[src/rtl/alu_pkg.sv]
// Shared types for the sequential ALU: opcode and control-state encodings.
package alu_pkg;

    typedef enum logic [3:0] {
        OP_ADD   = 4'd0,
        OP_SUB   = 4'd1,
        OP_AND   = 4'd2,
        OP_OR    = 4'd3,
        OP_XOR   = 4'd4,
        OP_SLT   = 4'd5,
        OP_SLTU  = 4'd6,
        OP_SLL   = 4'd7,
        OP_SRL   = 4'd8,
        OP_SRA   = 4'd9,
        OP_MUL   = 4'd10,
        OP_MULHU = 4'd11
    } alu_op_e;

    typedef enum logic [1:0] {
        IDLE = 2'd0,
        MUL  = 2'd1,
        DONE = 2'd2
    } alu_state_e;

endpackage

[src/rtl/alu_seq_if.sv]
// Operand/result handshake bundle for alu_seq.
// master = producer/consumer side, slave = the ALU.
interface alu_seq_if #(
    parameter int WIDTH = 32
);
    logic             in_valid;
    logic             in_ready;
    logic [WIDTH-1:0] ALUop1;
    logic [WIDTH-1:0] ALUop2;
    logic [3:0]       ALUctrl;
    logic             out_valid;
    logic             out_ready;
    logic [WIDTH-1:0] ALUout;
    logic             EQ;

    modport master (
        output in_valid, ALUop1, ALUop2, ALUctrl, out_ready,
        input  in_ready, out_valid, ALUout, EQ
    );

    modport slave (
        input  in_valid, ALUop1, ALUop2, ALUctrl, out_ready,
        output in_ready, out_valid, ALUout, EQ
    );
endinterface

[src/rtl/alu_mul_iter.sv]
// Radix-2 shift-add unsigned multiplier, one partial product per cycle.
// A start pulse loads the operands; o_done pulses one cycle after the
// last of WIDTH iterations, with the full 2*WIDTH product on o_prod.
module alu_mul_iter #(
    parameter int WIDTH = 32
) (
    input  logic               clk,
    input  logic               rst,
    input  logic               i_start,
    input  logic [WIDTH-1:0]   i_a,
    input  logic [WIDTH-1:0]   i_b,
    output logic               o_done,
    output logic [2*WIDTH-1:0] o_prod
);
    localparam int SHW = $clog2(WIDTH);

    logic               r_busy;
    logic               r_done;
    logic [SHW-1:0]     r_cnt;
    logic [2*WIDTH-1:0] r_acc;
    logic [2*WIDTH-1:0] r_a;
    logic [WIDTH-1:0]   r_b;

    // Load on start, then add the shifted multiplicand for each set multiplier bit.
    always_ff @(posedge clk) begin
        if (rst) begin
            r_busy <= 1'b0;
            r_done <= 1'b0;
            r_cnt  <= '0;
            r_acc  <= '0;
            r_a    <= '0;
            r_b    <= '0;
        end else begin
            r_done <= 1'b0;
            if (i_start) begin
                r_a    <= {{WIDTH{1'b0}}, i_a};
                r_b    <= i_b;
                r_acc  <= '0;
                r_cnt  <= '0;
                r_busy <= 1'b1;
            end else if (r_busy) begin
                if (r_b[0]) r_acc <= r_acc + r_a;
                r_a   <= r_a << 1;
                r_b   <= r_b >> 1;
                r_cnt <= r_cnt + SHW'(1);
                if (r_cnt == SHW'(WIDTH - 1)) begin
                    r_busy <= 1'b0;
                    r_done <= 1'b1;
                end
            end
        end
    end

    assign o_done = r_done;
    assign o_prod = r_acc;
endmodule

[src/rtl/alu_seq.sv]
// Sequential execute-stage ALU with valid/ready on both sides and a
// registered result. Optional iterative multiplier enabled by ALU_MUL_EN;
// without it, codes 10/11 behave as undefined single-cycle ops (result 0).
module alu_seq
    import alu_pkg::*;
#(
    parameter int WIDTH = 32
) (
    input logic       clk,
    input logic       rst,
    alu_seq_if.slave  bus
);
    localparam int SHW = $clog2(WIDTH);

    alu_state_e         r_state;
    logic [WIDTH-1:0]   r_out;
    logic               r_eq;
    logic               r_hi;

    logic [WIDTH-1:0]   w_res;
    logic [SHW-1:0]     w_sh;
    logic               w_accept;
    logic               w_is_mul;
    logic               w_mul_done;
    logic [2*WIDTH-1:0] w_prod;

    assign w_sh     = bus.ALUop2[SHW-1:0];
    assign w_accept = bus.in_valid && bus.in_ready;

`ifdef ALU_MUL_EN
    logic w_mul_start;
    assign w_is_mul    = (bus.ALUctrl == OP_MUL) || (bus.ALUctrl == OP_MULHU);
    assign w_mul_start = w_accept && w_is_mul;

    alu_mul_iter #(.WIDTH(WIDTH)) u_mul (
        .clk     (clk),
        .rst     (rst),
        .i_start (w_mul_start),
        .i_a     (bus.ALUop1),
        .i_b     (bus.ALUop2),
        .o_done  (w_mul_done),
        .o_prod  (w_prod)
    );
`else
    assign w_is_mul   = 1'b0;
    assign w_mul_done = 1'b0;
    assign w_prod     = '0;
`endif

    // Single-cycle result; multiply codes and undefined codes yield zero here.
    always_comb begin
        w_res = '0;
        case (bus.ALUctrl)
            OP_ADD:  w_res = bus.ALUop1 + bus.ALUop2;
            OP_SUB:  w_res = bus.ALUop1 - bus.ALUop2;
            OP_AND:  w_res = bus.ALUop1 & bus.ALUop2;
            OP_OR:   w_res = bus.ALUop1 | bus.ALUop2;
            OP_XOR:  w_res = bus.ALUop1 ^ bus.ALUop2;
            OP_SLT:  w_res = {{(WIDTH-1){1'b0}}, ($signed(bus.ALUop1) < $signed(bus.ALUop2))};
            OP_SLTU: w_res = {{(WIDTH-1){1'b0}}, (bus.ALUop1 < bus.ALUop2)};
            OP_SLL:  w_res = bus.ALUop1 << w_sh;
            OP_SRL:  w_res = bus.ALUop1 >> w_sh;
            OP_SRA:  w_res = $signed(bus.ALUop1) >>> w_sh;
            default: w_res = '0;
        endcase
    end

    // Control FSM: accepts directly from IDLE or, back-to-back, from DONE as the result drains.
    always_ff @(posedge clk) begin
        if (rst) begin
            r_state <= IDLE;
            r_out   <= '0;
            r_eq    <= 1'b0;
            r_hi    <= 1'b0;
        end else if (w_accept) begin
            r_eq <= (bus.ALUop1 == bus.ALUop2);
            r_hi <= (bus.ALUctrl == OP_MULHU);
            if (w_is_mul) begin
                r_state <= MUL;
            end else begin
                r_state <= DONE;
                r_out   <= w_res;
            end
        end else begin
            case (r_state)
                MUL: begin
                    if (w_mul_done) begin
                        r_out   <= r_hi ? w_prod[2*WIDTH-1:WIDTH] : w_prod[WIDTH-1:0];
                        r_state <= DONE;
                    end
                end
                DONE: begin
                    if (bus.out_ready) r_state <= IDLE;
                end
                default: ;
            endcase
        end
    end

    assign bus.in_ready  = (r_state == IDLE) || ((r_state == DONE) && bus.out_ready);
    assign bus.out_valid = (r_state == DONE);
    assign bus.ALUout    = r_out;
    assign bus.EQ        = r_eq;
endmodule

[src/flat_wrapper.sv]
// flat-port wrapper written by rule: the top's interface ports become plain ports
module alu_seq_flat import alu_pkg::*;
#(
    parameter int WIDTH = 32
)
  (clk, rst, bus_in_valid, bus_ALUop1, bus_ALUop2, bus_ALUctrl, bus_out_ready, bus_in_ready, bus_out_valid, bus_ALUout, bus_EQ);
  alu_seq_if #(.WIDTH(WIDTH)) bus_i ();
  input logic clk;
  input logic rst;
  input wire logic [$bits(bus_i.in_valid)-1:0] bus_in_valid;
  input wire logic [$bits(bus_i.ALUop1)-1:0] bus_ALUop1;
  input wire logic [$bits(bus_i.ALUop2)-1:0] bus_ALUop2;
  input wire logic [$bits(bus_i.ALUctrl)-1:0] bus_ALUctrl;
  input wire logic [$bits(bus_i.out_ready)-1:0] bus_out_ready;
  output wire logic [$bits(bus_i.in_ready)-1:0] bus_in_ready;
  output wire logic [$bits(bus_i.out_valid)-1:0] bus_out_valid;
  output wire logic [$bits(bus_i.ALUout)-1:0] bus_ALUout;
  output wire logic [$bits(bus_i.EQ)-1:0] bus_EQ;
  assign bus_i.in_valid = bus_in_valid;
  assign bus_i.ALUop1 = bus_ALUop1;
  assign bus_i.ALUop2 = bus_ALUop2;
  assign bus_i.ALUctrl = bus_ALUctrl;
  assign bus_i.out_ready = bus_out_ready;
  assign bus_in_ready = bus_i.in_ready;
  assign bus_out_valid = bus_i.out_valid;
  assign bus_ALUout = bus_i.ALUout;
  assign bus_EQ = bus_i.EQ;
  alu_seq #(.WIDTH(WIDTH)) u_core (.clk(clk), .rst(rst), .bus(bus_i));
endmodule
[config.mk]
export PLATFORM = sky130hd
export DESIGN_NAME = alu_seq_flat
export DESIGN_NICKNAME = d
export VERILOG_FILES = /design/src/rtl/alu_pkg.sv /design/src/rtl/alu_seq_if.sv /design/src/rtl/alu_mul_iter.sv /design/src/rtl/alu_seq.sv /design/src/flat_wrapper.sv
export SDC_FILE = /design/constraint.sdc
export NUM_CORES = 1
export LEC_CHECK = 0
export CORE_ASPECT_RATIO = 2
export CORE_UTILIZATION = 45
export CTS_CLUSTER_DIAMETER = 40
export DETAILED_ROUTE_END_ITERATION = 12
export PLACE_DENSITY = 0.67
export REMOVE_ABC_BUFFERS = 1
export SYNTH_ARGS = -nofsm -noshare
export SYNTH_HDL_FRONTEND = slang
export SYNTH_SLANG_ARGS = --single-unit
[constraint.sdc]
create_clock -name clk -period 5.4 [get_ports clk]
set_input_delay 0.81 -clock clk [delete_from_list [all_inputs] [get_ports clk]]
set_output_delay 0.81 -clock clk [all_outputs]
set_load 0.01 [all_outputs]
==> results.toml, run 1 <==
[run_status]
outcome = "completed"

[global_route]
overflow = 0
antenna_found_initial = 0
track_usage_pct = 49.2
grt_max_degree = 65
grt_pass1_wl_um = 78800
grt_pass1_vias = 11700

[timing]
slew_headroom_pct = 30.7
finClkSkew_ps = 14.1
fin_tns_setup_ps = 0
setup_violations = 0
whs_ps = 461
min_period_ps = 4230
max_clock_freq_ghz = 0.236
hold_violations = 0
rsz0062_at_grt = "no"
fin_ws_ps = 1170
slew_viol_final = 0
period_share_pct = 78.3
tightest_slew_ps = 1030

[setup_path]
slowest_delay_ps = 790
crit_fanout = 10
crit_path_frequent_cell = "a21oi_1"
startpoint_type = "primary input"
worstPathArrival_ps = 4460
worstPathRequired_ps = 5630
critPathKind = "in2reg"
endpoint_kind = "register"
crit_chain = "clkdlybuf4s50_1, inv_1, ha_1, inv_2, a21oi_1, o21bai_1, a21oi_1, o221ai_2, a221oi_2, nor4b_1, o21ai_1, a311oi_1"
slowest_stage = "clkdlybuf4s50_1"

[synth]
yosys.area.top_type = "ha_1"
syn_avg_cell_area_um2 = 7.12
synth-compound-area-share_pct = 30.8
ys.flop_type = "dfxtp_1"
synthAdderAreaFrac_pct = 12.7
ys_types = 83
synthSimpleGateAreaFrac_pct = 20.8
synth_area_um2 = 9840
ys_ff_latch = 34
synth_warnings = 0
synth_edf_count = 0
synthMuxAreaShare_pct = 18.5
synth_top_family_by_area = "compound AO/OA/AOI/OAI gates"
synthTopCellsByArea = "ha_1 (12%), mux4_2 (11%), a21oi_1 (7.4%), dfxtp_1 (6.9%), nor2_1 (6.3%)"
synth_common_cells = "nor2_1 (166), a21oi_1 (145), nand2_1 (126)"
synth_cells = 1382
yosys.area.top_type_share_pct = 12.3
seq_area_frac_synth_pct = 6.92
yosysMostFrequentCell = "nor2_1"
synthXorXnorAreaFrac_pct = 1.69
async_reset_ff_share_pct = 0

[placed_design]
port_buffers = 106
dp_hpwl_um = 42900
dp_slack_ps = 1010
placed_area_um2 = 11200
place_congestion = 1.08

[route]
dr.pass1.iters = 6
final_antenna_net_count = 0
drc = 0
drt-total-wl_um = 55100
drt-vias-per-instance = 7.10
drt-initial-drc-count = 1315
wire_per_inst_um = 32.0
vias = 12200

[die]
die_h_um = 211
fp.dieArea_um2 = 22500
initial_core_util_pct = 45.8
rows = 76
core_um2 = 21500
io_pins = 107
die_w_um = 107

[min_path]
min_path_type = "reg2reg"

[clocking]
cts_buffer_depth = 2
clk_pin_slew_ps = 70
cts_sinks = 34
cts_resized = 0
cts_made_buffers = 5
cts_tree = "built"
cts_setup_buffers = 0
hold_buffers = 0
cts_max_level = 2
insertion_delay_ps = 310
root_buffer = "clkbuf_16"

[job]
drv_cap = 0

[pwr]
internal_power_mw = 0.901
p_sw_mw = 0.902
p_leak_nw = 4.61
powerDensity_nw_per_um2 = 158
p_clk_share_pct = 21.1
power_frac_seq_pct = 14.9
p_sw_share_pct = 50.0
pwr-share-comb_pct = 64.1
vdd_ir_drop_max_uv = 136

[layout]
antennaDiodeCount = 0
syn_to_final_growth_pct = 15.8
fin_area_um2 = 11400
layout.nets = 1620
drive_gt1_share_pct = 10.9
[stage by stage]
step	total power [mW]	util [%]	instances
3_5_place_dp	1.37	52.2	1715
4_1_cts	1.75	53.0	1722
6_report	1.80	53.0	1722
3_3_place_gp	1.38	52.2	1715
5_1_grt	1.86	53.0	1722
2_1_floorplan	0.891	-	1276
[registers in the layout, indices dropped and copies added (netlist names)]
| signal | count |
|---|---|
| u_core.bus.EQ | 1 |
| u_core.r_state | 1 |
| u_core.bus.ALUout | 32 |
[critical path: cells and delay by family]
kind / cells / cell delay, ps
buffers and inverters: 3 / 1060
adders and majority gates: 1 / 580
and+or+nand+nor: 1 / 300
AOI/OAI and AO/OA: 7 / 1710
[power groups by stage]
stage | registers (mW) | logic, mW | clock network (mW)
floorplan | 0.275 | 0.616 | 0
global placement | 0.273 | 1.10 | 0
detailed placement | 0.273 | 1.10 | 0
CTS | 0.267 | 1.11 | 0.375
global route | 0.268 | 1.21 | 0.383
finish | 0.268 | 1.16 | 0.380
[area by class of cell]
cell class	count	area (µm²)
fill	2219	10100
multi-input combinational	1146	8340
timing repair buffer	166	1490
sequential	34	681
inverter	96	360
tap	273	342
clock buffer	6	139
clock inverter	1	30.0
[placed cells by master, fill, tap and decap left out, types with 17 or more instances in the layout]
master and instances:
a211oi_1 23, a21oi_1 145, a221oi_1 25, buf_4 61
clkdlybuf4s50_1 102, dfxtp_1 34, ha_1 97, inv_1 79
mux2i_1 56, mux4_2 50, nand2_1 126, nand3_1 29
nor2_1 166, nor3_1 27, nor4_1 17, o211ai_1 22
o21ai_0 61, o21ai_1 34
[path summary, 6_finish.rpt]
check | startpoint | endpoint | slack [ps] | cells past startpoint
worst max-delay path | bus_ALUop1[22] | u_core.bus.ALUout[29]$_SDFFE_PP0P_ | 1170 | 12
worst min-delay path | u_core.bus.ALUout[1]$_SDFFE_PP0P_ | u_core.bus.ALUout[1]$_SDFFE_PP0P_ | 460 | 2
worst max register to register | u_core.r_state[1]$_SDFFE_PP0P_ | u_core.bus.ALUout[29]$_SDFFE_PP0P_ | 2440 | 8
worst min register to register | u_core.bus.ALUout[1]$_SDFFE_PP0P_ | u_core.bus.ALUout[1]$_SDFFE_PP0P_ | 460 | 2
[logic make-up after synthesis]
group | Yosys count
and+or+nand+nor | 448
muxes | 118
buffers and inverters | 202
AOI/OAI and AO/OA | 462
DFF | 34
xor gates and xnor gates | 19
adders and majority gates | 99
[per-layer routing]
| metal | routed length (µm) | track usage [%] | vias up |
|---|---|---|---|
| met3 | 4640 | 11.4 | 384 |
| met1 | 16900 | 47.6 | 5665 |
| li1 | - | - | 5277 |
| met4 | 7990 | 56.0 | 0 |
| met2 | 25600 | 80.1 | 905 |
| met5 | 0 | 0 | - |
(Power assumes the default switching activity.)
==> run 2, diff against run 1 <==
clock period = 4.1 ns   (was 5.4 ns; I/O delays follow)
==> run 2 against run 1 <==
Effect of this change:
- the flow now stops in global routing
- area after synthesis is the same
- synthesized cell count unchanged
==> results.toml, run 2 <==
[synth]
synth_area_um2 = 9840
yosysMostFrequentCell = "nor2_1"
synth_cells = 1382
yosys.area.top_type = "ha_1"
syn_avg_cell_area_um2 = 7.12
synth_warnings = 0
seq_area_frac_synth_pct = 6.92
synth_common_cells = "nor2_1 (166), a21oi_1 (145), nand2_1 (126)"
synth_edf_count = 0
ys_ff_latch = 34
async_reset_ff_share_pct = 0
ys.flop_type = "dfxtp_1"
yosys.area.top_type_share_pct = 12.3
synthTopCellsByArea = "ha_1 (12%), mux4_2 (11%), a21oi_1 (7.4%), dfxtp_1 (6.9%), nor2_1 (6.3%)"
ys_types = 83

[global_route]
track_usage_pct = 54.8
overflow = 2
grt_max_degree = 68
grt_pass1_vias = 13600
grt_pass1_wl_um = 89100

[clocking]
cts_buffer_depth = 2
hold_buffers = 0
root_buffer = "clkbuf_16"
cts_made_buffers = 5
cts_sinks = 34
cts_max_level = 2
cts_setup_buffers = 0
cts_resized = 0

[die]
die_w_um = 107
die_h_um = 211
initial_core_util_pct = 45.8
io_pins = 107
rows = 76

[placed_design]
dp_hpwl_um = 45500
port_buffers = 106
place_congestion = 1.08

[run_status]
error = "[ERROR GRT-0116] Global routing finished with congestion. Check the congestion regions in the DRC Viewer."
flow.stopped_at = "global routing"
outcome = "aborted with a tool error"
==> run 2: cell counts after synthesis <==
No cell type changed its count.
==> run 2: logic make-up after synthesis <==
family | share of synthesized area (%)
AO/OA/AOI/OAI | 30.8
XOR/XNOR | 1.69
adder cells (fa/ha/maj) | 12.7
buffers and inverters | 8.46
flip-flops | 6.92
multiplexers | 18.5
AND/OR/NAND/NOR | 20.8
==> run 2: per-layer routing <==
| layer | overflow | global-route usage, % |
|---|---|---|
| met5 | 0 | 0 |
| met4 | 2 | 62.4 |
| met3 | 0 | 19.7 |
| met2 | 0 | 83.3 |
| met1 | 0 | 53.6 |
==> run 2: metrics by stage <==
| step | utilization (%) | hold slack (ps) | area [µm²] | std cells | setup slack [ps] |
|---|---|---|---|---|---|
| after CTS | 56.7 | 456 | 12200 | 1821 | 354 |
| after detailed placement | 55.8 | 444 | 12000 | 1813 | 54.5 |
| after global placement | 55.8 | 439 | 12000 | 1813 | 138 |
| after floorplan | - | 474 | 9360 | 1276 | 344 |
==> run 3, diff against run 2 <==
CORE_ASPECT_RATIO = unset   (was 2)
CORE_UTILIZATION = 30   (was 45)
CTS_CLUSTER_DIAMETER = unset   (was 40)
PLACE_DENSITY = unset   (was 0.67)
PLACE_DENSITY_LB_ADDON = 0.15   (was unset)
==> run 3 against run 2 <==
Effect of this change:
- the flow now finishes without violations
==> results.toml, run 3 (synthesized netlist as in run 1, its figures left out) <==
[run_status]
outcome = "completed"

[route]
final_antenna_net_count = 0
drt-total-wl_um = 52400
drc = 0
dr.pass1.iters = 6
drt-initial-drc-count = 1504
vias = 12100
drt-vias-per-instance = 6.19
wire_per_inst_um = 26.8

[min_path]
min_path_type = "reg2reg"
min-delay-start = "u_core.bus.ALUout[6]$_SDFFE_PP0P_"

[setup_path]
critPathKind = "in2reg"
cp-endpoint = "u_core.bus.ALUout[21]$_SDFFE_PP0P_"
endpoint_kind = "register"
worstPathRequired_ps = 4320
crit_chain = "clkdlybuf4s50_1, inv_1, ha_1, a21oi_1, o21ai_1, nand3_1, nand2_1, a2111oi_1, o21ai_0, and4_1, o31a_1, a211oi_1"
r2r_end = "u_core.bus.ALUout[17]$_SDFFE_PP0P_"
ff2ff_path_depth = 9
slowest_delay_ps = 710
reg2reg_slack_ps = 1490
startpoint_type = "primary input"
slowest_stage = "a2111oi_1"
crit_fanout = 6
cp-startpoint = "bus_ALUop1[1]"
worstPathArrival_ps = 4070
reg2reg_from = "u_core.r_state[1]$_SDFFE_PP0P_"

[clocking]
cts_sinks = 34
clk_pin_slew_ps = 70
cts_buffer_depth = 2
cts_tree = "built"
root_buffer = "clkbuf_16"
cts_max_level = 2
insertion_delay_ps = 310
cts_setup_buffers = 0
cts_made_buffers = 5

[global_route]
track_usage_pct = 30.8
overflow = 0
antenna_found_initial = 4
grt_max_degree = 63
grt_pass1_vias = 11300
grt_pass1_wl_um = 76200

[placed_design]
placed_area_um2 = 11900
place_congestion = 1.02
port_buffers = 106
dp_hpwl_um = 41200

[job]
drv_cap = 0

[die]
fp.dieArea_um2 = 33500
initial_core_util_pct = 30.9
io_pins = 107
rows = 65
core_um2 = 31900
die_w_um = 183
die_h_um = 183

[pwr]
powerDensity_nw_per_um2 = 201
p_leak_nw = 4.95
vdd_ir_drop_max_uv = 188

[timing]
tightest_slew_ps = 1130
period_share_pct = 94.0
slew_viol_final = 0
setup_violations = 0
finClkSkew_ps = 6.54
rsz0062_at_grt = "no"
max_clock_freq_ghz = 0.260
fin_tns_setup_ps = 0
hold_violations = 0
slew_headroom_pct = 24.3
min_period_ps = 3850

[layout]
most-common-layout-cells = "nor2_1 (166), a21oi_1 (145), buf_4 (130)"
layout.nets = 1689
syn_to_final_growth_pct = 23.5
drive_gt1_share_pct = 15.3
final_common_cell = "nor2_1"
largest_reg_flops = 32
fin_area_um2 = 12200
[run 3: what timing repair did]
item | CTS | global route
gates resized for setup | 0 | 4
hold buffers | 0 | 0
endpoints found under the setup margin | 0 | 5
hold endpoints to repair | 0 | 0
[run 3: layout make-up]
| class | count | area [µm²] |
|---|---|---|
| diodes | 1 | 2.50 |
| inverters | 96 | 360 |
| flip-flops and latches | 34 | 681 |
| clock buffers | 5 | 125 |
| fillers | 3483 | 19700 |
| clock inverters | 3 | 68.8 |
| repair buffers | 235 | 2010 |
| well taps | 435 | 544 |
| multi-input cells | 1146 | 8360 |
[run 3: power by group]
part,internal [mW],switching (mW)
clock network,0.351,0.212
logic,0.592,0.936
registers,0.342,0.00977
total,1.29,1.16
[run 3: worst min-delay path by stage]
stage	slack, ps	cells past startpoint	to
finish	470	2	u_core.bus.ALUout[6]$_SDFFE_PP0P_
global route	500	1	u_core.bus.ALUout[12]$_SDFFE_PP0P_
CTS	470	2	u_core.bus.ALUout[6]$_SDFFE_PP0P_
detailed placement	450	2	u_core.bus.ALUout[6]$_SDFFE_PP0P_
global placement	460	2	u_core.bus.ALUout[6]$_SDFFE_PP0P_
floorplan	470	2	u_core.bus.ALUout[1]$_SDFFE_PP0P_
[run 3: routing by layer]
layer  share of wire [%]  GRT usage [%]  vias up  wire [µm]
met5               0.025              0        -         13
met4                 3.2           10.7        2       1690
met3                 8.8           4.85       88       4600
met2                  46           49.7      671      23900
met1                  42           41.6     5942      22200
li1                    -              -     5408          -
[run 3: worst max-delay path, delay by kind of cell]
| kind | cells | cell delay [ps] |
|---|---|---|
| buffers and inverters | 2 | 660 |
| and+or+nand+nor | 3 | 560 |
| AOI/OAI and AO/OA | 6 | 1880 |
| adders and majority gates | 1 | 340 |
[run 3: stage by stage]
step / cells / worst slack [ps] / utilization [%] / hold WS (ps) / total power, mW
final: 1955 / 247 / 38.1 / 472 / 2.44
after CTS: 1954 / 174 / 38.1 / 471 / 2.41
after detailed placement: 1946 / -123 / 37.5 / 450 / 1.84
after global routing: 1954 / 3.23 / 38.1 / 499 / 2.55
after global placement: 1946 / -69.7 / 37.5 / 457 / 1.85
after floorplan: 1276 / 344 / - / 474 / 1.17
